--- src/rtl/fp16_to_int16.sv ---
// rtl/fp16_to_int16.sv - fp16 to int16 converter, truncating toward zero, two-stage valid/ready pipeline
module fp16_to_int16 #(
    parameter logic [15:0] NAN_VALUE = 16'h8000
) (
    input  logic        clk,
    input  logic        rst_n,
    input  logic        in_valid,
    output logic        in_ready,
    input  logic [15:0] in_data,
    output logic        out_valid,
    input  logic        out_ready,
    output logic [15:0] out_data,
    output logic        out_inv,
    output logic        out_inx
);

    typedef enum logic [2:0] {
        CLS_ZERO,
        CLS_SMALL,
        CLS_RSH,
        CLS_LSH,
        CLS_TOP,
        CLS_INF,
        CLS_NAN
    } cls_t;

    logic        en;
    logic [4:0]  in_exp;
    logic [9:0]  in_mant;
    logic [5:0]  exp_unb;

    logic        s1_valid_q, s1_valid_d;
    logic        s1_sign_q, s1_sign_d;
    logic        s1_mant_nz_q, s1_mant_nz_d;
    logic [10:0] s1_m_q, s1_m_d;
    logic [3:0]  s1_shift_q, s1_shift_d;
    cls_t        s1_cls_q, s1_cls_d;

    logic        s2_valid_q, s2_valid_d;
    logic [15:0] out_data_q, out_data_d;
    logic        out_inv_q, out_inv_d;
    logic        out_inx_q, out_inx_d;

    logic [15:0] sat_val;
    logic [15:0] rmag;
    logic [15:0] lmag;
    logic [10:0] rmask;

    assign en        = ~s2_valid_q | out_ready;
    assign in_ready  = en;
    assign out_valid = s2_valid_q;
    assign out_data  = out_data_q;
    assign out_inv   = out_inv_q;
    assign out_inx   = out_inx_q;

    assign in_exp  = in_data[14:10];
    assign in_mant = in_data[9:0];
    // Unbiased exponent as 6-bit two's complement; bit 5 set means E < 0.
    assign exp_unb = {1'b0, in_exp} - 6'd15;

    always_comb begin
        s1_valid_d   = s1_valid_q;
        s1_sign_d    = s1_sign_q;
        s1_mant_nz_d = s1_mant_nz_q;
        s1_m_d       = s1_m_q;
        s1_shift_d   = s1_shift_q;
        s1_cls_d     = s1_cls_q;
        if (en) begin
            s1_valid_d = in_valid;
            if (in_valid) begin
                s1_sign_d    = in_data[15];
                s1_mant_nz_d = (in_mant != 10'd0);
                s1_m_d       = {(in_exp != 5'd0), in_mant};
                s1_shift_d   = 4'd0;
                if (in_exp == 5'd0) begin
                    s1_cls_d = CLS_ZERO;
                end else if (in_exp == 5'd31) begin
                    s1_cls_d = (in_mant != 10'd0) ? CLS_NAN : CLS_INF;
                end else if (exp_unb[5]) begin
                    s1_cls_d = CLS_SMALL;
                end else if (exp_unb <= 6'd10) begin
                    s1_cls_d   = CLS_RSH;
                    s1_shift_d = 4'd10 - exp_unb[3:0];
                end else if (exp_unb <= 6'd14) begin
                    s1_cls_d   = CLS_LSH;
                    s1_shift_d = exp_unb[3:0] - 4'd10;
                end else begin
                    s1_cls_d = CLS_TOP;
                end
            end
        end
    end

    assign sat_val = s1_sign_q ? 16'h8000 : 16'h7FFF;
    assign rmag    = {5'd0, (s1_m_q >> s1_shift_q)};
    assign lmag    = {5'd0, s1_m_q} << s1_shift_q;
    assign rmask   = (11'd1 << s1_shift_q) - 11'd1;

    always_comb begin
        s2_valid_d = s2_valid_q;
        out_data_d = out_data_q;
        out_inv_d  = out_inv_q;
        out_inx_d  = out_inx_q;
        if (en) begin
            s2_valid_d = s1_valid_q;
            if (s1_valid_q) begin
                out_data_d = 16'd0;
                out_inv_d  = 1'b0;
                out_inx_d  = 1'b0;
                unique case (s1_cls_q)
                    CLS_ZERO:  out_inx_d = s1_mant_nz_q;
                    CLS_SMALL: out_inx_d = 1'b1;
                    CLS_RSH: begin
                        out_data_d = s1_sign_q ? (~rmag + 16'd1) : rmag;
                        out_inx_d  = |(s1_m_q & rmask);
                    end
                    CLS_LSH:   out_data_d = s1_sign_q ? (~lmag + 16'd1) : lmag;
                    // Only -32768 is representable at E == 15; everything else saturates.
                    CLS_TOP: begin
                        out_data_d = sat_val;
                        out_inv_d  = ~(s1_sign_q & ~s1_mant_nz_q);
                    end
                    CLS_INF: begin
                        out_data_d = sat_val;
                        out_inv_d  = 1'b1;
                    end
                    CLS_NAN: begin
                        out_data_d = NAN_VALUE;
                        out_inv_d  = 1'b1;
                    end
                    default: out_data_d = 16'd0;
                endcase
            end
        end
    end

    always_ff @(posedge clk) begin
        if (!rst_n) begin
            s1_valid_q   <= 1'b0;
            s1_sign_q    <= 1'b0;
            s1_mant_nz_q <= 1'b0;
            s1_m_q       <= 11'd0;
            s1_shift_q   <= 4'd0;
            s1_cls_q     <= CLS_ZERO;
            s2_valid_q   <= 1'b0;
            out_data_q   <= 16'd0;
            out_inv_q    <= 1'b0;
            out_inx_q    <= 1'b0;
        end else begin
            s1_valid_q   <= s1_valid_d;
            s1_sign_q    <= s1_sign_d;
            s1_mant_nz_q <= s1_mant_nz_d;
            s1_m_q       <= s1_m_d;
            s1_shift_q   <= s1_shift_d;
            s1_cls_q     <= s1_cls_d;
            s2_valid_q   <= s2_valid_d;
            out_data_q   <= out_data_d;
            out_inv_q    <= out_inv_d;
            out_inx_q    <= out_inx_d;
        end
    end

endmodule

--- config.mk ---
export PLATFORM = sky130hd
export DESIGN_NAME = fp16_to_int16
export DESIGN_NICKNAME = d
export VERILOG_FILES = /design/src/rtl/fp16_to_int16.sv
export SDC_FILE = /design/constraint.sdc
export NUM_CORES = 1
export LEC_CHECK = 0
export CORE_UTILIZATION = 45
export DETAILED_ROUTE_END_ITERATION = 10
export GPL_TIMING_DRIVEN = 0
export PLACE_DENSITY = 0.69
export SYNTH_ARGS = -nofsm -noshare
export SYNTH_HDL_FRONTEND = slang
export SYNTH_SLANG_ARGS = --single-unit
export TNS_END_PERCENT = 30
--- constraint.sdc ---
create_clock -name clk -period 8.17 [get_ports clk]
set_clock_uncertainty 0.15 [all_clocks]
set_input_delay 1.2255 -clock clk [delete_from_list [all_inputs] [get_ports clk]]
set_output_delay 1.2255 -clock clk [all_outputs]
set_load 0.03 [all_outputs]
Word-level counts from Yosys, hierarchy flattened
Index checks and enable logic that the tools add are counted.
Storage, ports and cells
  register bits after elaboration: 40
  bits of input ports: 20
  output and inout bits: 20
  logic and storage cells: 62
Operators by class
  add/sub/neg operators: 6
  $lt $le $gt $ge: 2
  equal/unequal tests: 7
  shift-type cells: 3
  multiplexer cells: 17
  bitwise logic cells: 8
  reductions and logical operators: 9
Operators by type and width (number)
  $pmux 16 s4: 1
  $mux 16: 3
  $add 16x1->16 const B: 2
  $mux 4: 5
  $not 11->16: 1
  $not 16->16: 1
  $shl 11x4->16: 1
  $mux 3: 5
  $le 6x4->1 const B: 2
  $and 11x11->11: 1
  $reduce_or 11->1: 1
  $shl 1x4->11 const A: 1
  $shr 11x4->11: 1
  $sub 11x1->11 const B: 1
  $reduce_bool 10->1: 1
  $eq 3x3->1 const B: 3
  $eq 3x2->1 const B: 2
  $sub 5x4->6 const B: 1
  $eq 5x5->1 const B: 1
  $logic_not 5->1: 1
  $reduce_bool 5->1: 1
  $reduce_and 2->1: 2
  $reduce_or 2->1: 2
  $sub 4x4->4 const A: 1
  other kinds (9): 11

Logic depth before layout (Yosys ltp)
Gate-level depths: netlist (run 1).
  word-level depth: 7
  gate-level depth with buffers: 14
  depth with buffers taken out: 11

Least setup slack after synthesis (run 1)
Ideal clock, no wire load.
  path type: input -> output
  start point: input out_ready
  end point: output in_ready
  arrival: 1.564 ns
  required time: 6.795 ns
  setup slack: 5.231 ns
  stages on the path: 2
  path buffers: 0
  cells stage by stage: nor2b_1 inv_1
On the way
  word-level cells in the longest chain between the ends: 1
RTL lines
  from (decl): line 11  | input logic out_ready,
  $or 1x1->1: line 49  | assign en = ~s2_valid_q | out_ready;
  to (decl): line 8  | output logic in_ready,
No other way between the ends.

Worst setup path after layout (run 1)
Same ends and word-level chain as after synthesis.

==> results of run 1 <==
[worst max-delay path: cells and delay by family]
family                 cells  cell delay (ns)
buffers and inverters      3             1.11
and+or+nand+nor            1             0.19
[area by class of cell]
cell class / count / area (um2)
Inverter: 15 / 56.3
Buffer: 46 / 221
Tap cell: 108 / 135
Clock buffer: 6 / 82.6
Sequential cell: 40 / 801
Clock inverter: 2 / 38.8
Multi-Input combinational cell: 453 / 3100
Timing Repair Buffer: 39 / 390
Fill cell: 880 / 4030
[layer usage]
| metal | GRT usage | vias to the layer above |
|---|---|---|
| met5 | 0 | - |
| met4 | 0.142 | 0 |
| met3 | 0.0379 | 39 |
| met2 | 0.476 | 213 |
| met1 | 0.393 | 2205 |
| li1 | - | 2139 |
[stage by stage]
step	instance area [um2]	util	hold slack (ns)
floorplan	4180	-	0.307
global placement	4700	0.531	0.290
detailed placement	4700	0.531	0.298
CTS	4820	0.545	0.318
global route	4820	0.545	0.356
finish	4820	0.545	0.315
[flip-flops by register name, summed over array words and instances, names as in the netlist]
name / count
s1_shift_q: 4
s1_valid_q: 1
out_valid: 1
s1_mant_nz_q: 1
out_inx: 1
out_inv: 1
s1_m_q: 11
out_data: 16
s1_sign_q: 1
s1_cls_q: 3
[worst paths after layout]
path	endpoint	slack [ns]
worst min register to register	out_data[10]$_SDFFE_PN0P_	0.32
worst max-delay path	in_ready	4.26
worst min-delay path	out_data[10]$_SDFFE_PN0P_	0.32
worst max register to register	out_data[14]$_SDFFE_PN0P_	4.61
[kinds of logic (layout without fill, tap and decap cells)]
kind of cell	Yosys count	after routing	share of synthesized area
mux	44	44	0.126
flops	40	40	0.192
fa+ha+maj	11	11	0.0330
compound gates	162	162	0.270
xor+xnor	23	23	0.0482
buf+inv	61	108	0.0665
simple gates	213	213	0.265
[where the power goes]
part | internal [uW] | switching [uW]
sequential | 201 | 5.25
combinational | 75.9 | 117
clock | 100 | 79.3
[synth_stat cells (all sizes together) (4+ instances only)]
master	instances	area [um2]
nand2	76	285
dfxtp	40	801
nor2	31	119
o21ai	31	155
a21oi	28	140
clkbuf	26	97.6
mux2	21	248
buf	20	124
nor2b	20	125
mux2i	19	190
xnor2	15	131
a21boi	14	105
a22oi	14	105
inv	14	52.6
nand2b	12	75.1
nor3	12	65.1
ha	11	138
nor3b	11	82.6
nand3	8	40.0
or2	8	50.1
xor2	8	70.1
a221oi	7	61.3
a31oi	7	43.8
and2	6	37.5
nand3b	6	45.0
nor4	6	43.8
o211ai	6	45.0
a32oi	5	43.8
o31ai	5	37.5
and3	4	25.0
mux4	4	90.1
o21a	4	30.0
o22ai	4	25.0
==> results.md, run 1 <==
- Routed WL per cell: 19.9 um
- CTS sink count: 40
- Critical Path Slowest Stage Cell: clkdlybuf4s50_1
- Synthesized instance count: 554
- Initial DRC Count: 483
- Diodes inserted: 0
- Async S/R FF share, synth: 0
- RSZ-0062 raised after global routing: no
- R2r worst-path depth: 12
- Worst r2r src: s1_shift_q[0]$_SDFFE_PN0P_
- Worst setup path start: out_ready
- Wl on met1: 6.18 mm
- Register area share after synthesis: 0.192
- Max-Cap Viols: 0
- Ports: 40
- Final hold violations: 0
- Metal3 WL: 1.03 mm
- Syn Nets: 585
- H-tree levels: 2
- Routed WL: 14.1 mm
- TNS Setup: 0 ns
- Commonest non-fill, non-tap cell in the layout: nand2_1
- Post-CTS resize count: 0
- Power density over the cells: 120 mW/mm2
- Final worst setup slack: 4.26 ns
- Outcome: finished, final reports clean
- Synth Register Bits: 40
- Nets: 631
- GRT overflow: 0
- Post-synth EDFFs: 0
- Critical path type: primary input to primary output
- Largest net degree at the start of global routing: 14
- Dominant synthesized flop cell: dfxtp_1
- CTS Root Cell: clkbuf_8
- Most used cell, CP: clkdlybuf4s50_1
- Initial antenna violation count: 0
- Hold Path Class: flip-flop to flip-flop
- Slew Limit Fails: 0
- Cells on Worst Hold Path: 2
- Setup violators final: 0
- CTS Hold Bufs: 0
- Layout cells sized above 1: 0.0998
- Max layer used: met4
- CTS Buf Count: 5
- Crit Path Max Fanout: 4
- Setup WS pre-CTS: 4.20 ns
- Port bufs: 39
- Cell Rows: 34
- Static Leakage: 0.00172 uW
- Period Utilization, post-route: 0.479
- Worst Setup End Kind: primary output
- Fmax: 256 MHz
- Via count: 4,596
- Area grow syn2layout: 15.5%
- Post-CTS setup buffers: 0
- Yosys warns: 0
- Number of remaining DRC errors: 0
- Cell area after synthesis: 0.00418 mm2
- Bufs on Longest Clock Path: 2
- Cell Chain, Critical Path: clkdlybuf4s50_1 -> nor2b_1 -> inv_1 -> clkdlybuf4s50_1
- Pre-antenna DRT Iters: 5
- Crit path largest cell delay: 0.60 ns
- Core region area: 0.00885 mm2
- RePlAce Congestion: 0.972
- First-pass GRT wire length: 22.7 mm
- Die footprint: 0.00967 mm2
- Avg Inst Size Synth: 7.54 um2
- Worst slew pin tran: 0.848 ns
- Die width: 98.3 um
- Crit start category: primary input
- Data required time of the critical path: 6.79 ns
- Detail Route met2 WL: 6.39 mm
- Worst hold start: out_data[10]$_SDFFE_PN0P_
- CTS tree: yes
- Cell Count, Final, Fillers Out: 709
- Placed insts: 701
- Synth cell types: 73
- Total GRT Usage: 0.296
- Most frequent cells in the layout: nand2_1 (76), dfxtp_1 (40), clkdlybuf4s50_1 (39), nor2_1 (30), o21ai_0 (29)
- Antenna-violating nets left: 0
- Worst path arrival time: 2.53 ns
- Min Tclk post-route: 3.91 ns
- Vias in the first global route: 4,370
- Total power draw: 579 uW
- Initial Utilization: 0.472
- Slew headroom: 0.434
- Die span in y: 98.3 um
- Max IR drop VDD: 0.000106 V
- Vias per cell: 6.48
- Clock transition at path regs: 0.09 ns
- Detailed placement HPWL: 10.7 mm
- Clk Latency, worst-skew pair: 0.30 ns
(Power assumes the default switching activity.)
==> inputs of run 2 (changes only) <==
==> constraint.sdc (replaced) <==
create_clock -name clk -period 3.9 [get_ports clk]
set_clock_uncertainty 0.15 [all_clocks]
set_input_delay 0.585 -clock clk [delete_from_list [all_inputs] [get_ports clk]]
set_output_delay 0.585 -clock clk [all_outputs]
set_load 0.03 [all_outputs]
==> results of run 2 <==
The final DEF is identical to that of run 1. Status: finished, final reports clean.
Among the figures that moved: setup slack after placement 4.20 ns -> 0.468 ns; setup slack after layout 4.26 ns -> 0.340 ns; start point of the critical path out_ready -> s1_shift_q[0]$_SDFFE_PN0P_; end point of the critical path in_ready -> out_data[14]$_SDFFE_PN0P_; register-to-register setup slack 4.61 ns -> 0.34 ns; total power 579 uW -> 1210 uW; worst IR drop on VDD 0.000106 V -> 0.000222 V
